[config.mk]
export PLATFORM = sky130hd
export DESIGN_NAME = seg7_decoder
export DESIGN_NICKNAME = d
export VERILOG_FILES = /design/src/rtl/seg7_pkg.sv /design/src/rtl/seg7_pattern_decode.sv /design/src/rtl/seg7_decoder.sv
export SDC_FILE = /design/constraint.sdc
export NUM_CORES = 1
export LEC_CHECK = 0
export ABC_AREA = 0
export CAP_MARGIN = 30
export CORE_AREA = 2 2 100 102
export CTS_BUF_LIST = sky130_fd_sc_hd__clkbuf_8
export CTS_CLUSTER_SIZE = 16
export DETAILED_ROUTE_END_ITERATION = 12
export DIE_AREA = 0 0 102 104
export SYNTH_ARGS = -nofsm -noshare
export SYNTH_HDL_FRONTEND = slang
export SYNTH_HIERARCHICAL = 1
export SYNTH_SLANG_ARGS = --single-unit
[constraint.sdc]
create_clock -name clk -period 3.1 [get_ports clk]
set_input_delay 0.775 -clock clk [delete_from_list [all_inputs] [get_ports clk]]
set_output_delay 0.775 -clock clk [all_outputs]
set_load 0.01 [all_outputs]
[src/rtl/seg7_pkg.sv]
// seg7_pkg: segment patterns, FSM state type and nibble arithmetic
// shared by seg7_decoder and seg7_pattern_decode.
package seg7_pkg;

  // Active-low patterns, bit order g..a
  localparam logic [6:0] SEG_0     = 7'b1000000;
  localparam logic [6:0] SEG_1     = 7'b1111001;
  localparam logic [6:0] SEG_2     = 7'b0100100;
  localparam logic [6:0] SEG_3     = 7'b0110000;
  localparam logic [6:0] SEG_4     = 7'b0011001;
  localparam logic [6:0] SEG_5     = 7'b0010010;
  localparam logic [6:0] SEG_6     = 7'b0000010;
  localparam logic [6:0] SEG_7     = 7'b1111000;
  localparam logic [6:0] SEG_8     = 7'b0000000;
  localparam logic [6:0] SEG_9     = 7'b0010000;
  localparam logic [6:0] SEG_BLANK = 7'b1111111;

  localparam int FRAME_DIGITS = 6;

  typedef enum logic [1:0] {
    IDLE,
    COLLECT,
    CALC,
    OUT
  } state_t;

  // units + 10*tens + 100*hundreds, wrapping at 7 bits
  function automatic logic [6:0] nibbleSum(
    input logic [3:0] u,
    input logic [3:0] t,
    input logic [3:0] h
  );
    return 7'(u) + 7'(t) * 7'd10 + 7'(h) * 7'd100;
  endfunction

endpackage

[src/rtl/seg7_pattern_decode.sv]
// seg7_pattern_decode: combinational seven-segment pattern to digit.
// Ports: pattern[6:0] in, digit[3:0] out, legal out.
// SEG7_DECODER_BLANK_EN: all-off pattern is legal and decodes as 0.
module seg7_pattern_decode
  import seg7_pkg::*;
(
  input  logic [6:0] pattern,
  output logic [3:0] digit,
  output logic       legal
);

  always_comb begin
    digit = 4'd0;
    legal = 1'b1;
    unique case (1'b1)
      pattern == SEG_0: digit = 4'd0;
      pattern == SEG_1: digit = 4'd1;
      pattern == SEG_2: digit = 4'd2;
      pattern == SEG_3: digit = 4'd3;
      pattern == SEG_4: digit = 4'd4;
      pattern == SEG_5: digit = 4'd5;
      pattern == SEG_6: digit = 4'd6;
      pattern == SEG_7: digit = 4'd7;
      pattern == SEG_8: digit = 4'd8;
      pattern == SEG_9: digit = 4'd9;
`ifdef SEG7_DECODER_BLANK_EN
      pattern == SEG_BLANK: digit = 4'd0;
`endif
      default: legal = 1'b0;
    endcase
  end

endmodule

[src/rtl/seg7_decoder.sv]
// seg7_decoder: collects six seven-segment digits and rebuilds a byte.
// Ports: clk, reset_n (async low), seg_in/seg_valid/seg_ready in,
// out_data/out_err/out_valid/out_ready result handshake.
// FRAME_TIMEOUT: idle cycles before a partial frame is dropped (0=off).
// SEG7_DECODER_BLANK_EN: accept the blank pattern as a leading zero.
module seg7_decoder
  import seg7_pkg::*;
#(
  parameter int FRAME_TIMEOUT = 1000
) (
  input  logic       clk,
  input  logic       reset_n,
  input  logic [6:0] seg_in,
  input  logic       seg_valid,
  output logic       seg_ready,
  output logic [7:0] out_data,
  output logic       out_valid,
  input  logic       out_ready,
  output logic       out_err
);

  localparam int TW =
    (FRAME_TIMEOUT > 2) ? $clog2(FRAME_TIMEOUT) : 1;
  localparam logic [TW-1:0] IDLE_LAST =
    TW'(FRAME_TIMEOUT - 1);
  localparam bit TO_EN = (FRAME_TIMEOUT != 0);

  state_t        state;
  logic [3:0]    digits [FRAME_DIGITS];
  logic [2:0]    digitCnt;
  logic [TW-1:0] idleCnt;
  logic          errFlag;
  logic [6:0]    lowSum;
  logic [6:0]    highSum;

  logic [3:0] decDigit;
  logic       decLegal;
  logic       accept;
  logic       timeoutHit;
  logic       frameBad;

  seg7_pattern_decode uDecode (
    .pattern (seg_in),
    .digit   (decDigit),
    .legal   (decLegal)
  );

  assign seg_ready = (state == IDLE) || (state == COLLECT);
  assign accept    = seg_valid && seg_ready;

  assign timeoutHit = TO_EN && !accept &&
                      (idleCnt == IDLE_LAST);

  assign frameBad = errFlag ||
                    (lowSum > 7'd15) ||
                    (highSum > 7'd15);

  // Sums are registered in CALC; range check and publish
  // happen on the first OUT cycle.
  always_ff @(posedge clk or negedge reset_n) begin
    if (!reset_n) begin
      state     <= IDLE;
      digits    <= '{default: '0};
      digitCnt  <= '0;
      idleCnt   <= '0;
      errFlag   <= 1'b0;
      lowSum    <= '0;
      highSum   <= '0;
      out_data  <= 8'h00;
      out_valid <= 1'b0;
      out_err   <= 1'b0;
    end else begin
      unique case (state)
        IDLE: begin
          idleCnt <= '0;
          if (accept) begin
            digits[0] <= decDigit;
            errFlag   <= !decLegal;
            digitCnt  <= 3'd1;
            state     <= COLLECT;
          end
        end
        COLLECT: begin
          if (accept) begin
            digits[digitCnt] <= decDigit;
            if (!decLegal) errFlag <= 1'b1;
            idleCnt <= '0;
            if (digitCnt == 3'(FRAME_DIGITS - 1)) begin
              digitCnt <= '0;
              state    <= CALC;
            end else begin
              digitCnt <= digitCnt + 3'd1;
            end
          end else if (timeoutHit) begin
            digitCnt <= '0;
            idleCnt  <= '0;
            errFlag  <= 1'b0;
            state    <= IDLE;
          end else if (TO_EN) begin
            idleCnt <= idleCnt + 1'b1;
          end
        end
        CALC: begin
          lowSum  <= nibbleSum(digits[0], digits[1], digits[2]);
          highSum <= nibbleSum(digits[3], digits[4], digits[5]);
          state   <= OUT;
        end
        OUT: begin
          if (!out_valid) begin
            out_valid <= 1'b1;
            out_err   <= frameBad;
            out_data  <= frameBad ? 8'h00 :
                         {highSum[3:0], lowSum[3:0]};
          end else if (out_ready) begin
            out_valid <= 1'b0;
            out_err   <= 1'b0;
            out_data  <= 8'h00;
            errFlag   <= 1'b0;
            state     <= IDLE;
          end
        end
        default: state <= IDLE;
      endcase
    end
  end

endmodule
==> reports/qor_table.md, run 1 <==
| Stage | Quantity | Reported |
|:---|:---|:---|
| status | Result of the run | finished, final reports clean |
| global routing | Largest net degree at the start of global routing | 39 |
| synth | Synth area leader | dfrtp_1 |
| detailed routing | Post-route met1 wirelength | 3360 µm |
| timing | Worst setup slack after layout | 0.550 ns |
| finish | Area growth from synthesis to layout | 15.4% |
| detailed routing | Antenna Violating Nets Remaining | 0 |
| synth | Synthesized netlist net count | 361 |
| clock tree | Worst-path clk slew | 0.08 ns |
| synth | Sequential fraction of the synthesis area | 43.1% |
| worst setup path | Element type at the critical path end | flip-flop |
| global routing | Initial antenna violation count | 0 |
| synth | Cell area after technology mapping | 3710 µm² |
| timing | Count of final hold-check violations | 0 |
| synth | Leading post-synthesis cells by cell area | dfrtp_1, mux2_2, ha_1 |
| clock tree | Buffers inserted during post-CTS setup optimization | 0 |
| worst setup path | Kind of launch point of the worst setup path | flip-flop |
| worst setup path | Worst Path Required | 3.32 ns |
| clock tree | Number of clock sinks seen by CTS | 64 |
| clock tree | Hold buffers post-CTS | 0 |
| finish | Fillers | 931 |
| global routing | Overall global routing resource usage | 14.8% |
| synth | Post-Synthesis Cells | 319 |
| detailed routing | Total Routed Length | 7070 µm |
| clock tree | # resized after CTS | 0 |
| floorplan | Site row count | 36 |
| place | Worst setup timing slack at the placement stage | 0.312 ns |
| synth | Syn. warnings | 6 |
| pwr | Total power divided by cell area | 663 nW/µm² |
| detailed routing | Highest metal used | met4 |
| finish | Share of layout cells above drive strength 1 | 19.1% |
| global routing | Number of global-route vias before repair | 2540 |
| finish | Number of nets in the finished design | 387 |
| floorplan | Area of the core | 9550 µm² |
| timing | Max Transition Viols Final | 0 |
| timing | Transition at the pin with the smallest max-transition slack | 0.780 ns |
| synth | Post-synthesis area per instance | 11.6 µm² |
| clock tree | CTS tree | done |
| place | HPWL after detailed placement | 5230 µm |
| detailed routing | Initial detailed-routing violation count | 70 |
| detailed routing | Wire length per cell | 14.6 µm |
| timing | Final number of setup-violating endpoints | 0 |
| pwr | Peak supply drop | 277 µV |
| global routing | Global-route wire length before repair | 12300 µm |
| floorplan | # IOs | 22 |
| clock tree | Source-to-sink clock delay at the later pin of the worst-skew pair | 0.35 ns |
| timing | Maximum frequency from static timing analysis | 392 MHz |
| detailed routing | Amount of wire on met3 after detailed routing | 158 µm |
| detailed routing | Vias per cell | 5.08 |
| timing | Sum Neg Setup Slack | 0 ns |
| clock tree | Count of H-tree levels built during CTS | 3 |
| place | Number of buffers added on ports | 21 |
| synth | Top flip-flop cell by instance count after synthesis | dfrtp_1 |
| flow run | # Max-Cap Violations | 0 |
| finish | Inserted Diodes | 0 |
| global routing | GRT Residual Overflow | 0 |
| synth | Total of flip-flops plus latches after synthesis | 64 |
| worst setup path | Peak fanout along the critical path | 3 |
| detailed routing | Detailed-routing iteration count for the pre-antenna-repair pass | 4 |
| timing | Largest clock skew in the final design | 0.0155 ns |
| synth | Number of flops mapped to enable cells by yosys | 0 |
| synth | Fraction of synthesized cell area taken by the top area cell type | 43.1% |
| detailed routing | Routed wire length on met2 | 3460 µm |
| worst hold path | Tightest Hold Check Type | in2async |
| clock tree | Root Buffer | clkbuf_8 |
| timing | Final period utilization | 82.3% |
| synth | Count of distinct cell types in the synthesized netlist | 60 |
| timing | Minimum clock period | 2.55 ns |
| synth | Proportion of register bits with asynchronous set or reset after synthesis | 100% |
| timing | Max transition margin | 47.9% |
| timing | Setup repair after global routing missed its margin | false |
| worst setup path | CP Data Arrival Time | 2.77 ns |
| floorplan | Die height | 104 µm |
| floorplan | Effective utilization at floorplan | 38.9% |
| clock tree | Buffer levels on the longest clock path | 2 |
| worst setup path | Critical path class | reg2reg |
| detailed routing | Count of vias placed by the detailed router | 2455 |
| floorplan | Area of the die | 10600 µm² |
| pwr | Leakage power | 2.15 nW |
| floorplan | Die W | 102 µm |
| clock tree | Number of buffers created by CTS | 9 |
| place | GP Congestion | 0.845 |
| detailed routing | DRC violation count after routing | 0 |
==> registers in the layout (all words and copies together), names as in the netlist, named ones only <==
name	flops
digits	24
idleCnt	10
out_data	8
highSum	7
lowSum	7
digitCnt	3
errFlag	1
out_err	1
out_valid	1
state	1
==> cell type report <==
cell class | count | area [µm²] | share of cell area (%)
Clock inverter | 7 | 125 | 2.92
Inverter | 24 | 90.1 | 2.10
Clock buffer | 9 | 124 | 2.89
Tap cell | 133 | 166 | 3.88
Multi-Input combinational cell | 222 | 1940 | 45.2
Timing Repair Buffer | 24 | 240 | 5.60
Sequential cell | 64 | 1600 | 37.4
==> cells by family after synthesis <==
| group | after synthesis | synth area share [%] |
|---|---|---|
| flops | 64 | 43.1 |
| compound gates | 62 | 12.3 |
| mux | 36 | 11.3 |
| xor+xnor | 15 | 4.28 |
| fa+ha+maj | 31 | 12.1 |
| simple gates | 78 | 12.4 |
| buf+inv | 33 | 4.65 |
==> where the power goes <==
group          leakage (nW)  switching [mW]  internal [mW]
combinational          1.16           0.408          0.375
clock                 0.125           0.362          0.544
sequential            0.869           0.158          0.995
==> path summary, 6_finish.rpt <==
path,from,end,slack (ns),cells after the start
worst max-delay path,digits[17],lowSum[6],0.55,8
worst min-delay path,reset_n,digits[19],0.45,1
min in group clk,lowSum[1],out_data[1],0.49,1
max in group asynchronous,reset_n,asynchronous set/reset pin,2.02,2
worst min register to register,lowSum[1],out_data[1],0.49,1
worst max register to register,digits[17],lowSum[6],0.55,8
==> cell usage after synthesis, types with 2 or more instances <==
master    count
dfrtp_1      64
mux2_2       30
ha_1         23
inv_1        23
nand2_1      17
nor2_1       16
a22o_1       14
a21oi_1      11
xnor2_1      11
o21ai_0      10
a21o_1        8
fa_1          8
nor3_1        7
nand3_1       6
mux2_4        4
nand2b_1      4
nand3b_1      4
a31oi_1       3
buf_6         3
nand4_1       3
and2b_2       2
and4bb_2      2
buf_2         2
buf_4         2
mux2i_1       2
nor3_2        2
nor3b_1       2
o21ai_1       2
xnor3_1       2
xor2_1        2
==> routing by layer <==
layer / vias up / GRT usage, %
met3: 11 / 3.63
met5: - / 0
met1: 1225 / 19.5
li1: 1199 / -
met4: 0 / 5.14
met2: 20 / 23.5
==> critical path, stage by stage (launching register included) <==
cell	delay (ns)
dfrtp_1	0.42
ha_1	0.31
ha_1	0.21
fa_1	0.49
ha_1	0.15
xor2_1	0.15
xnor3_1	0.42
xnor2_1	0.19
a21oi_1	0.08
==> cells in the final DEF, fill, tap and decap left out, types with 3 or more instances in the layout <==
cell type	Yosys	layout
clkbuf_8	0	9
a22o_1	14	14
a21oi_1	11	11
inv_1	23	23
nor3_1	7	7
nand2_1	17	17
dfrtp_1	64	64
fa_1	8	8
a31oi_1	3	3
o21ai_0	10	10
inv_6	0	3
nand3b_1	4	4
nand3_1	6	6
ha_1	23	23
nor2_1	16	16
xnor2_1	11	11
a21o_1	8	8
nand4_1	3	3
clkdlybuf4s50_1	0	20
bufinv_16	0	3
nand2b_1	4	4
mux2_4	4	4
mux2_2	30	30
==> through the flow <==
stage	area (µm²)	hold WS (ns)	total power, mW	cells	utilization (%)
2_1_floorplan	3710	0.462	1.75	319	-
3_3_place_gp	4040	0.474	1.95	467	42.3
3_5_place_dp	4040	0.482	1.96	467	42.3
4_1_cts	4290	0.462	2.88	483	44.9
5_1_grt	4290	0.472	3.03	483	44.9
6_report	4290	0.445	2.84	483	44.9
No activity file was read; power rests on OpenSTA's default activity.
==> run 2, diff against run 1 <==
==> constraint.sdc (replaced) <==
create_clock -name clk -period 2.2 [get_ports clk]
set_input_delay 0.55 -clock clk [delete_from_list [all_inputs] [get_ports clk]]
set_output_delay 0.55 -clock clk [all_outputs]
set_load 0.01 [all_outputs]
==> run 2 against run 1 <==
Against the previous run:
- the run now ends with negative setup slack left
- via count increased by 4.4%
- first-iteration DRC count is 23% lower
- cell count is 6.2% higher
- worst hold slack worse by 0.28 ns
- power increased by 43%
- die area unchanged
- routed wire length up 4.7%
- clock power up 27%
- highest routed layer unchanged
==> reports/qor_table.md, run 2 (synthesized netlist as in run 1, its figures left out) <==
| Stage | Quantity | Reported | Delta |
|:---|:---|:---|:---|
| floorplan | Area of the die | 10600 µm² | unchanged |
| global routing | Number of global-route vias before repair | 2629 | was 2540 |
| timing | Sum Neg Setup Slack | -0.440 ns | was 0 ns |
| place | Number of buffers added on ports | 21 | unchanged |
| timing | Max transition margin | 52.3% | was 47.9% |
| worst setup path | Element type at the critical path end | flip-flop | unchanged |
| timing | Worst setup slack after layout | -0.127 ns | was 0.550 ns |
| finish | Area growth from synthesis to layout | 23.5% | was 15.4% |
| detailed routing | Vias per cell | 4.99 | was 5.08 |
| finish | Most common library cell in the layout ignoring fill and taps | dfrtp_1 | unchanged |
| clock tree | Buffer levels on the longest clock path | 2 | unchanged |
| finish | Inserted Diodes | 0 | unchanged |
| worst setup path | CP Data Arrival Time | 2.57 ns | was 2.77 ns |
| worst setup path | Cell with the largest stage delay on the worst path | fa_1 | unchanged |
| finish | Biggest registers after layout | digits x24, idleCnt x10, out_data x8 | unchanged |
| detailed routing | DRC violation count after routing | 0 | unchanged |
| worst setup path | Critical path class | reg2reg | unchanged |
| timing | Final hold slack | 0.161 ns | was 0.445 ns |
| finish | Total non-filler cell area in the finished layout | 4590 µm² | was 4290 µm² |
| timing | Final number of setup-violating endpoints | 4 | was 0 |
| place | Worst setup timing slack at the placement stage | -0.143 ns | was 0.312 ns |
| global routing | Global-route wire length before repair | 12700 µm | was 12300 µm |
| worst hold path | Tightest Hold Check Type | in2async | unchanged |
| timing | Minimum clock period | 2.33 ns | was 2.55 ns |
| worst setup path | Peak fanout along the critical path | 2 | was 3 |
| clock tree | Hold buffers post-CTS | 0 | unchanged |
| global routing | Overall global routing resource usage | 15.1% | was 14.8% |
| worst setup path | FF-to-FF Start | digits[17] | unchanged |
| worst setup path | Ordered list of cells on the worst path | ha_1, ha_2, fa_1, ha_4, ha_4, xnor2_1, mux2_2 | was ha_1, ha_1, fa_1, ha_1, xor2_1, xnor3_1, xnor2_1, a21oi_1 |
| detailed routing | Wire length per cell | 14.4 µm | was 14.6 µm |
| clock tree | Number of buffers created by CTS | 9 | unchanged |
| detailed routing | Detailed-routing iteration count for the pre-antenna-repair pass | 4 | unchanged |
| finish | Register containing the most flip-flops in the final layout | digits | unchanged |
| finish | Max reg flops | 24 | unchanged |
| global routing | Initial antenna violation count | 0 | unchanged |
| worst setup path | Critical path launch point | digits[17] | unchanged |
| global routing | GRT Residual Overflow | 0 | unchanged |
| flow run | # Max-Cap Violations | 0 | unchanged |
| place | HPWL after detailed placement | 5590 µm | was 5230 µm |
| floorplan | Die height | 104 µm | unchanged |
| floorplan | # IOs | 22 | unchanged |
| status | Violations in the final reports | negative setup slack |  |
| clock tree | Number of clock sinks seen by CTS | 64 | unchanged |
| detailed routing | Antenna Violating Nets Remaining | 0 | unchanged |
| worst setup path | Kind of launch point of the worst setup path | flip-flop | unchanged |
| place | GP Congestion | 0.824 | was 0.845 |
| timing | Count of final hold-check violations | 0 | unchanged |
| floorplan | Site row count | 36 | unchanged |
| clock tree | Source-to-sink clock delay at the later pin of the worst-skew pair | 0.35 ns | about the same |
| status | Result of the run | finished with violations | was finished, final reports clean |
| timing | Maximum frequency from static timing analysis | 430 MHz | was 392 MHz |
| finish | Share of layout cells above drive strength 1 | 30.0% | was 19.1% |
| timing | Largest clock skew in the final design | 0.0143 ns | was 0.0155 ns |
| detailed routing | Initial detailed-routing violation count | 54 | was 70 |
| worst setup path | Worst Path Required | 2.44 ns | was 3.32 ns |
| worst setup path | Most frequent CP cell | ha_4 | was ha_1 |
| clock tree | Worst-path clk slew | 0.08 ns | about the same |
| finish | Fillers | 889 | was 931 |
| worst setup path | Highest cell delay on the worst timing path | 0.48 ns | was 0.49 ns |
| place | Cell area after placement | 4320 µm² | was 4040 µm² |
| timing | Final period utilization | 106% | was 82.3% |
| floorplan | Die W | 102 µm | unchanged |
| clock tree | Count of H-tree levels built during CTS | 3 | unchanged |
| finish | Number of nets in the finished design | 417 | was 387 |
| clock tree | Root Buffer | clkbuf_8 | unchanged |
| detailed routing | Total Routed Length | 7400 µm | was 7070 µm |
| global routing | Largest net degree at the start of global routing | 45 | was 39 |
| detailed routing | Count of vias placed by the detailed router | 2562 | was 2455 |
| pwr | Total power divided by cell area | 884 nW/µm² | was 663 nW/µm² |
| timing | Transition at the pin with the smallest max-transition slack | 0.715 ns | was 0.780 ns |
| pwr | Peak supply drop | 431 µV | was 277 µV |
| finish | Top library cells by usage in the layout, fill and taps aside | dfrtp_1, buf_4, mux2_2 | was dfrtp_1, mux2_2, inv_1, ha_1, clkdlybuf4s50_1 |
| pwr | Leakage power | 2.26 nW | was 2.15 nW |
| timing | Max Transition Viols Final | 0 | unchanged |
| clock tree | CTS tree | done | unchanged |
| timing | Setup repair after global routing missed its margin | true | was false |
| floorplan | Area of the core | 9550 µm² | unchanged |
| floorplan | Effective utilization at floorplan | 38.9% | unchanged |
-- run 2: cell types whose count changed in the layout (fill, tap and decap cells not counted), sizes merged --
cell | previous run | this run
buf | 4 | 34
bufinv | 3 | 2
clkinv | 2 | 3
-- run 2: timing repair --
action                     in CTS  in global routing
setup endpoints to repair       4                  7
resized for setup               1                  7
pin swaps                       1                  2
setup buffers                   0                  1
-- run 2: through the flow --
stage / utilization, % / instances / total power [mW]
5_1_grt: 48.0 / 513 / 4.34
6_report: 48.0 / 513 / 4.05
3_5_place_dp: 45.3 / 496 / 2.92
3_3_place_gp: 45.3 / 496 / 2.89
2_1_floorplan: - / 319 / 2.51
4_1_cts: 47.6 / 512 / 4.09
-- run 2: area by class of cell --
class / count / area, µm² / share of cell area (%)
Timing Repair Buffer: 54 / 465 / 10.2
Multi-Input combinational cell: 222 / 2040 / 44.4
Tap cell: 133 / 166 / 3.63
Inverter: 24 / 90.1 / 1.96
Clock buffer: 9 / 124 / 2.70
Clock inverter: 7 / 100 / 2.18
Sequential cell: 64 / 1600 / 34.9
-- run 2: report_power, final --
group          total (mW)  internal [mW]  switching, mW
clock                1.15          0.649          0.499
combinational        1.30          0.657          0.647
sequential           1.60           1.40          0.200
-- run 2: worst max-delay path, delay by kind of cell (launching register included) --
kind	cells	cell delay, ns
flip-flops	1	0.40
XOR/XNOR	1	0.12
adder cells (fa/ha/maj)	5	1.45
multiplexers	1	0.25
-- run 2: worst paths after layout --
check                         endpoint  slack (ns)  cells after the start
min reg2reg                out_data[0]        0.50                      1
min                         digits[15]        0.16                      1
max reg2reg                  lowSum[5]       -0.13                      7
max                          lowSum[5]       -0.13                      7
min in group clk           out_data[0]        0.50                      1
max in group asynchronous  digitCnt[1]        1.41                      2
-- run 2: metal layers --
metal / global-route usage, % / vias to the layer above / wire, µm
li1: - / 1252 / -
met1: 19.2 / 1270 / 3360
met2: 25.6 / 30 / 3780
met3: 3.02 / 10 / 188
met4: 4.86 / 0 / 75
met5: 0 / - / 0
==> run 3, diff against run 2 <==
--- a/config.mk
+++ b/config.mk
@@ -12,6 +12,7 @@
 export CTS_CLUSTER_SIZE = 16
 export DETAILED_ROUTE_END_ITERATION = 12
 export DIE_AREA = 0 0 102 104
+export GPL_ROUTABILITY_DRIVEN = 0
 export SYNTH_ARGS = -nofsm -noshare
 export SYNTH_HDL_FRONTEND = slang
 export SYNTH_HIERARCHICAL = 1
==> results of run 3 <==
No change in the layout: final DEF, timing and power equal those of run 2.
